===== src/rtl/ir_pulse_detector_pkg.sv =====
// pulse_pkg: shared types and constants for the IR pulse detector and its BPM divider.
package pulse_pkg;
   typedef enum logic [1:0] {INIT, RISING, FALLING} state_t;
   localparam int FS_HZ          = 500;
   localparam int DEF_BPM_NUM    = 60 * FS_HZ;
   localparam int DEF_MIN_PERIOD = 150;
   localparam int DEF_MAX_PERIOD = 1000;
   localparam int DIVD_W         = 15;
   localparam int DIVS_W         = 10;
   function automatic logic [7:0] sat8(input logic [DIVD_W-1:0] q);
      return |q[DIVD_W-1:8] ? 8'hFF : q[7:0];
   endfunction
endpackage


===== src/rtl/ir_pulse_detector_if.sv =====
// ir_pulse_detector_if: filtered sample stream in, beat/rate results out.
interface ir_pulse_detector_if #(parameter int DATA_W = 20);
   logic [DATA_W-1:0] Sample_In;
   logic              Sample_Valid;
   logic              Beat_Pulse;
   logic [7:0]        BPM;
   logic              BPM_Valid;
   logic              Pulse_Lost;
   modport master (output Sample_In, Sample_Valid, input Beat_Pulse, BPM, BPM_Valid, Pulse_Lost);
   modport slave  (input Sample_In, Sample_Valid, output Beat_Pulse, BPM, BPM_Valid, Pulse_Lost);
endinterface


===== src/rtl/ir_pulse_detector_bpm_divider.sv =====
// bpm_divider: serial restoring divider, one quotient bit per cycle; done pulses 15 cycles after the load.
module bpm_divider
   import pulse_pkg::*;
(
   input  logic              CLK_Filter,
   input  logic              rst_n,
   input  logic              start,
   input  logic [DIVD_W-1:0] dividend,
   input  logic [DIVS_W-1:0] divisor,
   output logic              busy,
   output logic              done,
   output logic [DIVD_W-1:0] quotient
);
   logic [DIVS_W-1:0] rem, div;
   logic [3:0]        cnt;
   logic [DIVS_W:0]   shifted;
   logic [DIVS_W+1:0] trial;
   assign shifted = {rem, quotient[DIVD_W-1]};
   assign trial   = {1'b0, shifted} - {2'b0, div};
   always_ff @(posedge CLK_Filter or negedge rst_n)
      if (!rst_n) begin
         busy     <= 1'b0;
         done     <= 1'b0;
         rem      <= '0;
         div      <= '0;
         cnt      <= '0;
         quotient <= '0;
      end else begin
         done <= 1'b0;
         if (busy) begin
            rem      <= trial[DIVS_W+1] ? shifted[DIVS_W-1:0] : trial[DIVS_W-1:0];
            quotient <= {quotient[DIVD_W-2:0], ~trial[DIVS_W+1]};
            cnt      <= cnt + 4'd1;
            if (cnt == 4'(DIVD_W - 1)) begin
               busy <= 1'b0;
               done <= 1'b1;
            end
         end else if (start) begin
            busy     <= 1'b1;
            rem      <= '0;
            div      <= divisor;
            cnt      <= '0;
            quotient <= dividend;
         end
      end
endmodule


===== src/rtl/ir_pulse_detector.sv =====
// ir_pulse_detector: hysteresis peak finder, beat period counter and BPM output for the IR channel.
// Define PULSE_AVG_EN to derive BPM from the running average of the last 4 accepted periods.
module ir_pulse_detector
   import pulse_pkg::*;
#(
   parameter int DATA_W     = 20,
   parameter int HYST       = 4096,
   parameter int MIN_PERIOD = DEF_MIN_PERIOD,
   parameter int MAX_PERIOD = DEF_MAX_PERIOD,
   parameter int BPM_NUM    = DEF_BPM_NUM
) (
   input logic                CLK_Filter,
   input logic                rst_n,
   ir_pulse_detector_if.slave bus
);
   localparam int W = DATA_W + 1;
   state_t              state;
   logic [DATA_W-1:0]   run_max, run_min;
   logic [DIVS_W-1:0]   period_cnt, cnt_inc, divisor;
   logic                have_beat, peak, arm, accept, timeout, busy, done;
   logic [DIVD_W-1:0]   quotient;
   logic [W-1:0]        s_ext;
   assign s_ext   = {1'b0, bus.Sample_In};
   assign peak    = bus.Sample_Valid && state == RISING && s_ext + W'(HYST) <= {1'b0, run_max};
   assign cnt_inc = period_cnt == DIVS_W'(MAX_PERIOD) ? period_cnt : period_cnt + 1'b1;
   assign arm     = peak && !have_beat;
   assign accept  = peak && have_beat && cnt_inc >= DIVS_W'(MIN_PERIOD);
   // a peak landing on the saturating sample wins over the timeout
   assign timeout = bus.Sample_Valid && !arm && !accept && cnt_inc == DIVS_W'(MAX_PERIOD);
`ifdef PULSE_AVG_EN
   logic [DIVS_W-1:0]   hist [3];
   logic [2:0]          fill, fill_n;
   logic [DIVS_W+1:0]   sum, avg;
   always_comb begin
      fill_n = fill == 3'd4 ? fill : fill + 3'd1;
      sum    = {2'b0, cnt_inc} + {2'b0, hist[0]} + {2'b0, hist[1]} + {2'b0, hist[2]};
      case (fill_n)
         3'd1:    avg = sum;
         3'd2:    avg = sum >> 1;
         3'd3:    avg = sum / (DIVS_W+2)'(3);
         default: avg = sum >> 2;
      endcase
   end
   assign divisor = avg[DIVS_W-1:0];
   always_ff @(posedge CLK_Filter or negedge rst_n)
      if (!rst_n) begin
         hist <= '{default: '0};
         fill <= '0;
      end else if (accept) begin
         hist <= '{cnt_inc, hist[0], hist[1]};
         fill <= fill_n;
      end else if (timeout) begin
         hist <= '{default: '0};
         fill <= '0;
      end
`else
   assign divisor = cnt_inc;
`endif
   always_ff @(posedge CLK_Filter or negedge rst_n)
      if (!rst_n) begin
         state          <= INIT;
         run_max        <= '0;
         run_min        <= '1;
         period_cnt     <= '0;
         have_beat      <= 1'b0;
         bus.Beat_Pulse <= 1'b0;
         bus.BPM        <= '0;
         bus.BPM_Valid  <= 1'b0;
         bus.Pulse_Lost <= 1'b1;
      end else begin
         bus.Beat_Pulse <= accept;
         bus.BPM_Valid  <= done;
         if (done) bus.BPM <= sat8(quotient);
         else if (timeout) bus.BPM <= '0;
         if (bus.Sample_Valid) begin
            period_cnt <= (arm || accept) ? '0 : cnt_inc;
            case (state)
               INIT: begin
                  run_max <= bus.Sample_In;
                  run_min <= bus.Sample_In;
                  state   <= RISING;
               end
               RISING:
                  if (peak) begin
                     run_min <= bus.Sample_In;
                     state   <= FALLING;
                  end else if (bus.Sample_In > run_max) run_max <= bus.Sample_In;
               FALLING:
                  if (s_ext >= {1'b0, run_min} + W'(HYST)) begin
                     run_max <= bus.Sample_In;
                     state   <= RISING;
                  end else if (bus.Sample_In < run_min) run_min <= bus.Sample_In;
               default: state <= INIT;
            endcase
         end
         if (arm) have_beat <= 1'b1;
         else if (timeout) have_beat <= 1'b0;
         if (accept) bus.Pulse_Lost <= 1'b0;
         else if (timeout) bus.Pulse_Lost <= 1'b1;
      end
   bpm_divider u_div (
      .CLK_Filter (CLK_Filter),
      .rst_n      (rst_n),
      .start      (accept && !busy),
      .dividend   (DIVD_W'(BPM_NUM)),
      .divisor    (divisor),
      .busy       (busy),
      .done       (done),
      .quotient   (quotient)
   );
endmodule

===== src/flat_wrapper.sv =====
// flat-port wrapper written by rule: the top's interface ports become plain ports
module ir_pulse_detector_flat import pulse_pkg::*;
#(
   parameter int DATA_W     = 20,
   parameter int HYST       = 4096,
   parameter int MIN_PERIOD = DEF_MIN_PERIOD,
   parameter int MAX_PERIOD = DEF_MAX_PERIOD,
   parameter int BPM_NUM    = DEF_BPM_NUM
)
  (CLK_Filter, rst_n, bus_Sample_In, bus_Sample_Valid, bus_Beat_Pulse, bus_BPM, bus_BPM_Valid, bus_Pulse_Lost);
  ir_pulse_detector_if #(.DATA_W(DATA_W)) bus_i ();
  input logic CLK_Filter;
  input logic rst_n;
  input wire logic [$bits(bus_i.Sample_In)-1:0] bus_Sample_In;
  input wire logic [$bits(bus_i.Sample_Valid)-1:0] bus_Sample_Valid;
  output wire logic [$bits(bus_i.Beat_Pulse)-1:0] bus_Beat_Pulse;
  output wire logic [$bits(bus_i.BPM)-1:0] bus_BPM;
  output wire logic [$bits(bus_i.BPM_Valid)-1:0] bus_BPM_Valid;
  output wire logic [$bits(bus_i.Pulse_Lost)-1:0] bus_Pulse_Lost;
  assign bus_i.Sample_In = bus_Sample_In;
  assign bus_i.Sample_Valid = bus_Sample_Valid;
  assign bus_Beat_Pulse = bus_i.Beat_Pulse;
  assign bus_BPM = bus_i.BPM;
  assign bus_BPM_Valid = bus_i.BPM_Valid;
  assign bus_Pulse_Lost = bus_i.Pulse_Lost;
  ir_pulse_detector #(.DATA_W(DATA_W), .HYST(HYST), .MIN_PERIOD(MIN_PERIOD), .MAX_PERIOD(MAX_PERIOD), .BPM_NUM(BPM_NUM)) u_core (.CLK_Filter(CLK_Filter), .rst_n(rst_n), .bus(bus_i));
endmodule

===== config.mk =====
export PLATFORM = sky130hd
export DESIGN_NAME = ir_pulse_detector_flat
export DESIGN_NICKNAME = d
export VERILOG_FILES = /design/src/rtl/ir_pulse_detector_pkg.sv /design/src/rtl/ir_pulse_detector_if.sv /design/src/rtl/ir_pulse_detector_bpm_divider.sv /design/src/rtl/ir_pulse_detector.sv /design/src/flat_wrapper.sv
export SDC_FILE = /design/constraint.sdc
export NUM_CORES = 1
export LEC_CHECK = 0
export ABC_AREA = 1
export BUFFER_PORTS_ARGS = -buffer_cell sky130_fd_sc_hd__buf_2
export CAP_MARGIN = 20
export CORE_AREA = 2 2 118 148
export CTS_BUF_LIST = sky130_fd_sc_hd__clkbuf_8
export DETAILED_ROUTE_END_ITERATION = 7
export DIE_AREA = 0 0 120 150
export PLACE_DENSITY = 0.67
export SLEW_MARGIN = 0
export SYNTH_ARGS = -nofsm -noshare
export SYNTH_HDL_FRONTEND = slang
export SYNTH_SLANG_ARGS = --single-unit

===== constraint.sdc =====
create_clock -name CLK_Filter -period 2.6 [get_ports CLK_Filter]
set_input_delay 0.52 -clock CLK_Filter [delete_from_list [all_inputs] [get_ports CLK_Filter]]
set_output_delay 0.52 -clock CLK_Filter [all_outputs]
set_load 0.05 [all_outputs]

### Word-level counts from Yosys, hierarchy flattened

Index checks and enable logic that the tools add are counted.
Widths: inputs -> output; s select.

| cells by class | value |
|---|---|
| multiplexer cells | 32 |
| bitwise logic cells | 2 |
| equal/unequal tests | 11 |
| order comparisons | 5 |
| $add $sub $neg | 5 |
| reduce and logical (&&, ||, !) cells | 25 |

Operator list:

| kind | count |
|---|---|
| $mux 20 | 6 |
| $pmux 20 s3 | 2 |
| $mux 10 | 5 |
| $add 20x13->21 const B | 2 |
| $mux 15 | 2 |
| $mux 8 | 3 |
| $ge 20x21->1 | 1 |
| $le 21x20->1 | 1 |
| $eq 10x10->1 const B | 2 |
| $gt 20x20->1 | 1 |
| $lt 20x20->1 | 1 |
| $sub 11x10->12 | 1 |
| $add 10x1->10 const B | 1 |
| $ge 10x8->1 const B | 1 |
| $reduce_and 5->1 | 2 |
| $logic_and 1x1->1 | 9 |
| $mux 1 | 9 |
| $mux 4 | 2 |
| $reduce_bool 2->1 | 4 |
| $reduce_or 7->1 | 1 |
| $ne 2x1->1 const B | 3 |
| $ne 2x2->1 const B | 3 |
| $pmux 2 s3 | 1 |
| $add 4x1->4 const B | 1 |
| other kinds (11) | 16 |

| word-level totals | value |
|---|---|
| flip-flop bits (word level) | 105 |
| output and inout port bits | 11 |
| logic and storage cells | 95 |
| input port bits | 23 |

### Logic depth before layout (Yosys ltp)

| depth | value |
|---|---|
| depth in word-level cells | 10 |
| depth in mapped cells | 19 |
| gate-level depth less buffers | 18 |

### Modules after synthesis

A second synthesis with hierarchy kept.

| unflattened totals | value |
|---|---|
| cell total of the unflattened synthesis | 1009 |
| area total of the unflattened synthesis | 7402.1 sq um |

By module, submodules not included:

| module | area each (sq um) | cells each | instances |
|---|---|---|---|
| ir_pulse_detector | 5059.9 | 705 | 1 |
| bpm_divider | 2342.2 | 304 | 1 |

### Least setup slack after synthesis

No wires, ideal clock.

| timing path | value |
|---|---|
| kind | reg2reg |
| start | reg u_core.run_min[12] |
| end | reg u_core.run_max[0] |
| setup time | 0.117 ns |
| setup slack | -0.105 ns |
| data required time | 2.483 ns |
| cell stages (with the launch flop) | 18 |
| clock period less this slack | 2.705 ns |
| arrival | 2.588 ns |
| cell sequence | dfstp_2 inv_1 nor3_1 nand3_1 nor3_1 xor2_1 ha_1 a21oi_1 nand2_1 nand2_1 inv_1 nor2_1 nand2_1 nor2_1 nand3_1 clkbuf_1 nand4_1 nand2_1 |

| between the ends | value |
|---|---|
| word-level cells in the longest chain between the ends | 4 |

RTL lines:

| what | line | source |
|---|---|---|
| from (decl) | ir_pulse_detector.sv:18 | `logic [DATA_W-1:0] run_max, run_min;` |
| from (signal assigned) | ir_pulse_detector.sv:80 | `run_min <= bus.Sample_In;` |
| from (signal assigned) | ir_pulse_detector.sv:85 | `run_min <= bus.Sample_In;` |
| from (signal assigned) | ir_pulse_detector.sv:92 | `end else if (bus.Sample_In < run_min) run_min <= bus.Sample_In;` |
| $add 20x13->21 | ir_pulse_detector.sv:89 | `if (s_ext >= {1'b0, run_min} + W'(HYST)) begin` |
| $ge 20x21->1 | ir_pulse_detector.sv:89 |  |
| $ne 2x1->1 (no source line) | n/a |  |
| $reduce_and 5->1 (no source line) | n/a |  |
| to (signal assigned) | ir_pulse_detector.sv:79 | `run_max <= bus.Sample_In;` |
| to (signal assigned) | ir_pulse_detector.sv:87 | `end else if (bus.Sample_In > run_max) run_max <= bus.Sample_In;` |
| to (signal assigned) | ir_pulse_detector.sv:90 | `run_max <= bus.Sample_In;` |
| to (decl) | ir_pulse_detector.sv:18 |  |

Every way passes these cells.
A chain may end at the register's enable or synchronous reset.

### Final worst setup path

| timing path | value |
|---|---|
| start | reg u_core.run_min[12] |
| end | reg u_core.run_min[7] |

| between the ends | value |
|---|---|
| word-level cells in the longest chain between the ends | 4 |
| elaborated cells between the ends (all ways) | 6 |

RTL lines:

| what | line |
|---|---|
| $add 20x13->21 | ir_pulse_detector.sv:89 |
| $ge 20x21->1 | ir_pulse_detector.sv:89 |
| $ne 2x2->1 (no source line) | n/a |
| $reduce_and 5->1 (no source line) * | n/a |

Mark *: on every way between the ends. The rest lies on a longest branch, timed or not.

==> results_dict.tcl <==
set metrics [dict create \
    via_count 6514 \
    drv_cap 0 \
    synth_cells 976 \
    die_h_um 150 \
    areaGrowthSynthToFinish_pct 18.8 \
    die-area_um2 18000 \
    fin_cells 1279 \
    yosys_register_bits 105 \
    ys_warn_count 0 \
    tightest_slew_ps 591 \
    drtIter0Drc 371 \
    ant_nets 0 \
    pwr-share-comb_pct 58.5 \
    place_ws_ps -313 \
    grt_max_degree 46 \
    clk_pin_slew_ps 110 \
    avgSynthCellArea_um2 7.52 \
    h-tree-depth 3 \
    antenna_found_initial 0 \
    finalCritPeriodShare_pct 109 \
    syn_area_um2 7340 \
    viasPerCell 5.09 \
    synth_nets 1073 \
    hold_viol_final 0 \
    cts_made_buffers 9 \
    synth_cell_types 36 \
    crit_arrival_ps 3150 \
    p_per_area_nw_per_um2 1160 \
    port_buffers 33 \
    cp-start-kind "flip-flop" \
    firstDrtPassIters 5 \
    clock-root-buffer "clkbuf_8" \
    grt_pass1_wl_mm 28.1 \
    required_ps 2920 \
    p_seq_share_pct 29.9 \
    ys_seq_area_share_pct 36.2 \
    antenna_cells 0 \
    min_period_ps 2830 \
    synthFlopType "dfrtp_1" \
    layout.nets 1151 \
    grt_overflow 0 \
    rsz0062_at_grt "yes" \
    synth_edf_count 0 \
    post-route-util_pct 52.4 \
    p_int_mw 5.45 \
    hpwl_mm 12.8 \
    skew_ps 11.7 \
    clkPwrFrac_pct 11.5 \
    setup-violations-final 42 \
    clock-sinks 105 \
    p_sw_mw 4.67 \
    rows 53 \
    cts_tree "yes" \
    endpoint_kind "flip-flop" \
    coreArea_um2 16600 \
    drive_gt1_share_pct 21.8 \
    grt_pass1_vias 6091 \
    worst_slack_ps -229 \
    peakVddDrop_v 0.000607 \
    relSlewSlack_pct 60.6 \
    drv_slew 0 \
    drc_errors 0 \
    num_io_pins 34 \
    routed_wirelength_mm 17.5 \
    setup-tns-final_ps -8110 \
    placed_cells 1254 \
    async_flop_share_pct 100 \
    crit_type "reg -> reg" \
    clockBufferDepth 2 \
    gp_congestion 0.891 \
    switching_share_pct 46.1 \
    start_util_pct 44.1 \
    clk_latency_ps 390 \
    grt_util_all_layers_pct 19.1 \
    hp-class "in -> async" \
    violations "setup timing" \
    wl_per_cell_um 13.7 \
    worstPathMaxFanout 5 \
    power_leakage_nw 4.49 \
    fmax_mhz 354 \
    fp.dieW_um 120 \
    status "finished, violations left" \
]
==> critical path, cell delays in order (launching register included) <==
cell and delay [ps]:
dfstp_2 590, inv_2 50, nor3_2 200, nand3_1 140
nor3_2 140, xor2_1 170, ha_1 290, a21oi_2 130
nand2_1 60, nand2_1 50, inv_1 40, nor2_2 100
nand2_2 70, nor2_4 120, nand3_2 100, nand2_4 90
nand3_4 130, clkbuf_16 200, nand2_1 50, nand2_1 40
==> Yosys cell counts, drive strengths merged, types with 2 or more instances <==
| cell | count | area (um^2) |
|---|---|---|
| a21o | 2 | 15.0 |
| a21oi | 52 | 268 |
| buf | 24 | 178 |
| clkbuf | 7 | 26.3 |
| dfrtp | 84 | 2100 |
| dfstp | 21 | 552 |
| ha | 73 | 913 |
| inv | 120 | 450 |
| nand2 | 301 | 1160 |
| nand3 | 91 | 480 |
| nand3b | 2 | 15.0 |
| nand4 | 52 | 325 |
| nor2 | 53 | 221 |
| nor3 | 9 | 45.0 |
| nor4 | 3 | 18.8 |
| o21a | 6 | 45.0 |
| o21ai | 35 | 175 |
| or2 | 10 | 62.6 |
| xnor2 | 7 | 61.3 |
| xor2 | 18 | 158 |
==> worst paths after layout <==
check | start | to | slack, ps | depth (start not counted)
worst max-delay path | u_core.run_min[12] | u_core.run_min[7] | -230 | 19
worst min-delay path | rst_n | u_core.run_max[2] | 130 | 1
worst max register to register | u_core.run_min[12] | u_core.run_min[7] | -230 | 19
worst min register to register | u_core.run_min[2] | u_core.run_min[2] | 460 | 2
max in group asynchronous | rst_n | u_core.period_cnt[0] | 1770 | 2
min in group CLK_Filter | bus_Sample_In[0] | u_core.run_min[0] | 380 | 3
==> kinds of logic (layout without fill, tap and decap cells) <==
family	Yosys count	count (layout)	share of synthesized area (%)
AO/OA/AOI/OAI	100	100	7.39
adder cells (fa/ha/maj)	74	74	12.7
buffers and inverters	151	234	8.92
XOR/XNOR	25	25	2.98
flip-flops	105	105	36.2
AND/OR/NAND/NOR	521	521	31.8
==> per-stage QoR <==
step                      power, mW  hold slack (ps)  cell area, um^2
after floorplan                6.98              224             7350
after global placement         8.23              450             8060
after detailed placement       8.38              451             8060
after CTS                      9.64              126             8330
after global routing           11.1              154             8720
final                          10.1              131             8720
==> placed cells by master, fill, tap and decap left out, types with 18 or more instances in the layout <==
cell and count:
a21oi_1 48, dfrtp_1 84, ha_1 69, xor2_1 18
nand4_1 52, nor2_1 44, dfstp_2 21, buf_4 49
nand2_1 251, nand3_1 81, buf_2 32, inv_1 115
nand2_2 45, o21ai_0 33
==> layout make-up <==
type	count	area, um^2
Multi-Input combinational cell	720	4300
Fill cell	1633	7930
Tap cell	220	275
Sequential cell	105	2650
Inverter	120	450
Timing Repair Buffer	98	807
Clock buffer	9	124
Clock inverter	7	103
==> power groups by stage <==
stage | clock (mW) | combinational (mW) | sequential [mW]
2_1_floorplan | 0 | 3.89 | 3.09
3_3_place_gp | 0 | 5.25 | 2.98
3_5_place_dp | 0 | 5.39 | 2.99
4_1_cts | 1.20 | 5.47 | 2.97
5_1_grt | 1.25 | 6.71 | 3.11
6_report | 1.17 | 5.93 | 3.03
==> flip-flops by register name, indices dropped and copies added, names as in the netlist <==
register and count:
u_core.bus.BPM 8, u_core.bus.Pulse_Lost 1, u_core.period_cnt 10, u_core.bus.Beat_Pulse 1, u_core.u_div.busy 1, u_core.u_div.div 10
u_core.state 2, u_core.run_max 20, u_core.have_beat 1, u_core.bus.BPM_Valid 1, u_core.u_div.rem 10, u_core.u_div.done 1
u_core.u_div.quotient 15, u_core.u_div.cnt 4, u_core.run_min 20
==> routing by layer <==
metal,vias to the layer above,track usage (%),share of wire (%)
met4,0,6.06,2.1
met2,90,35.5,53
li1,3351,-,-
met5,-,0,0
met3,29,1.87,2.1
met1,3044,23.0,43
==> timing repair <==
item                       in CTS  in global routing
pin swaps                      12                 23
setup buffers                   2                  2
setup endpoints to repair      42                101
gates cloned                    0                  5
resized for setup              13                 74
hold buffers                    0                  0
Note: power is estimated with default switching activity, not from simulation.
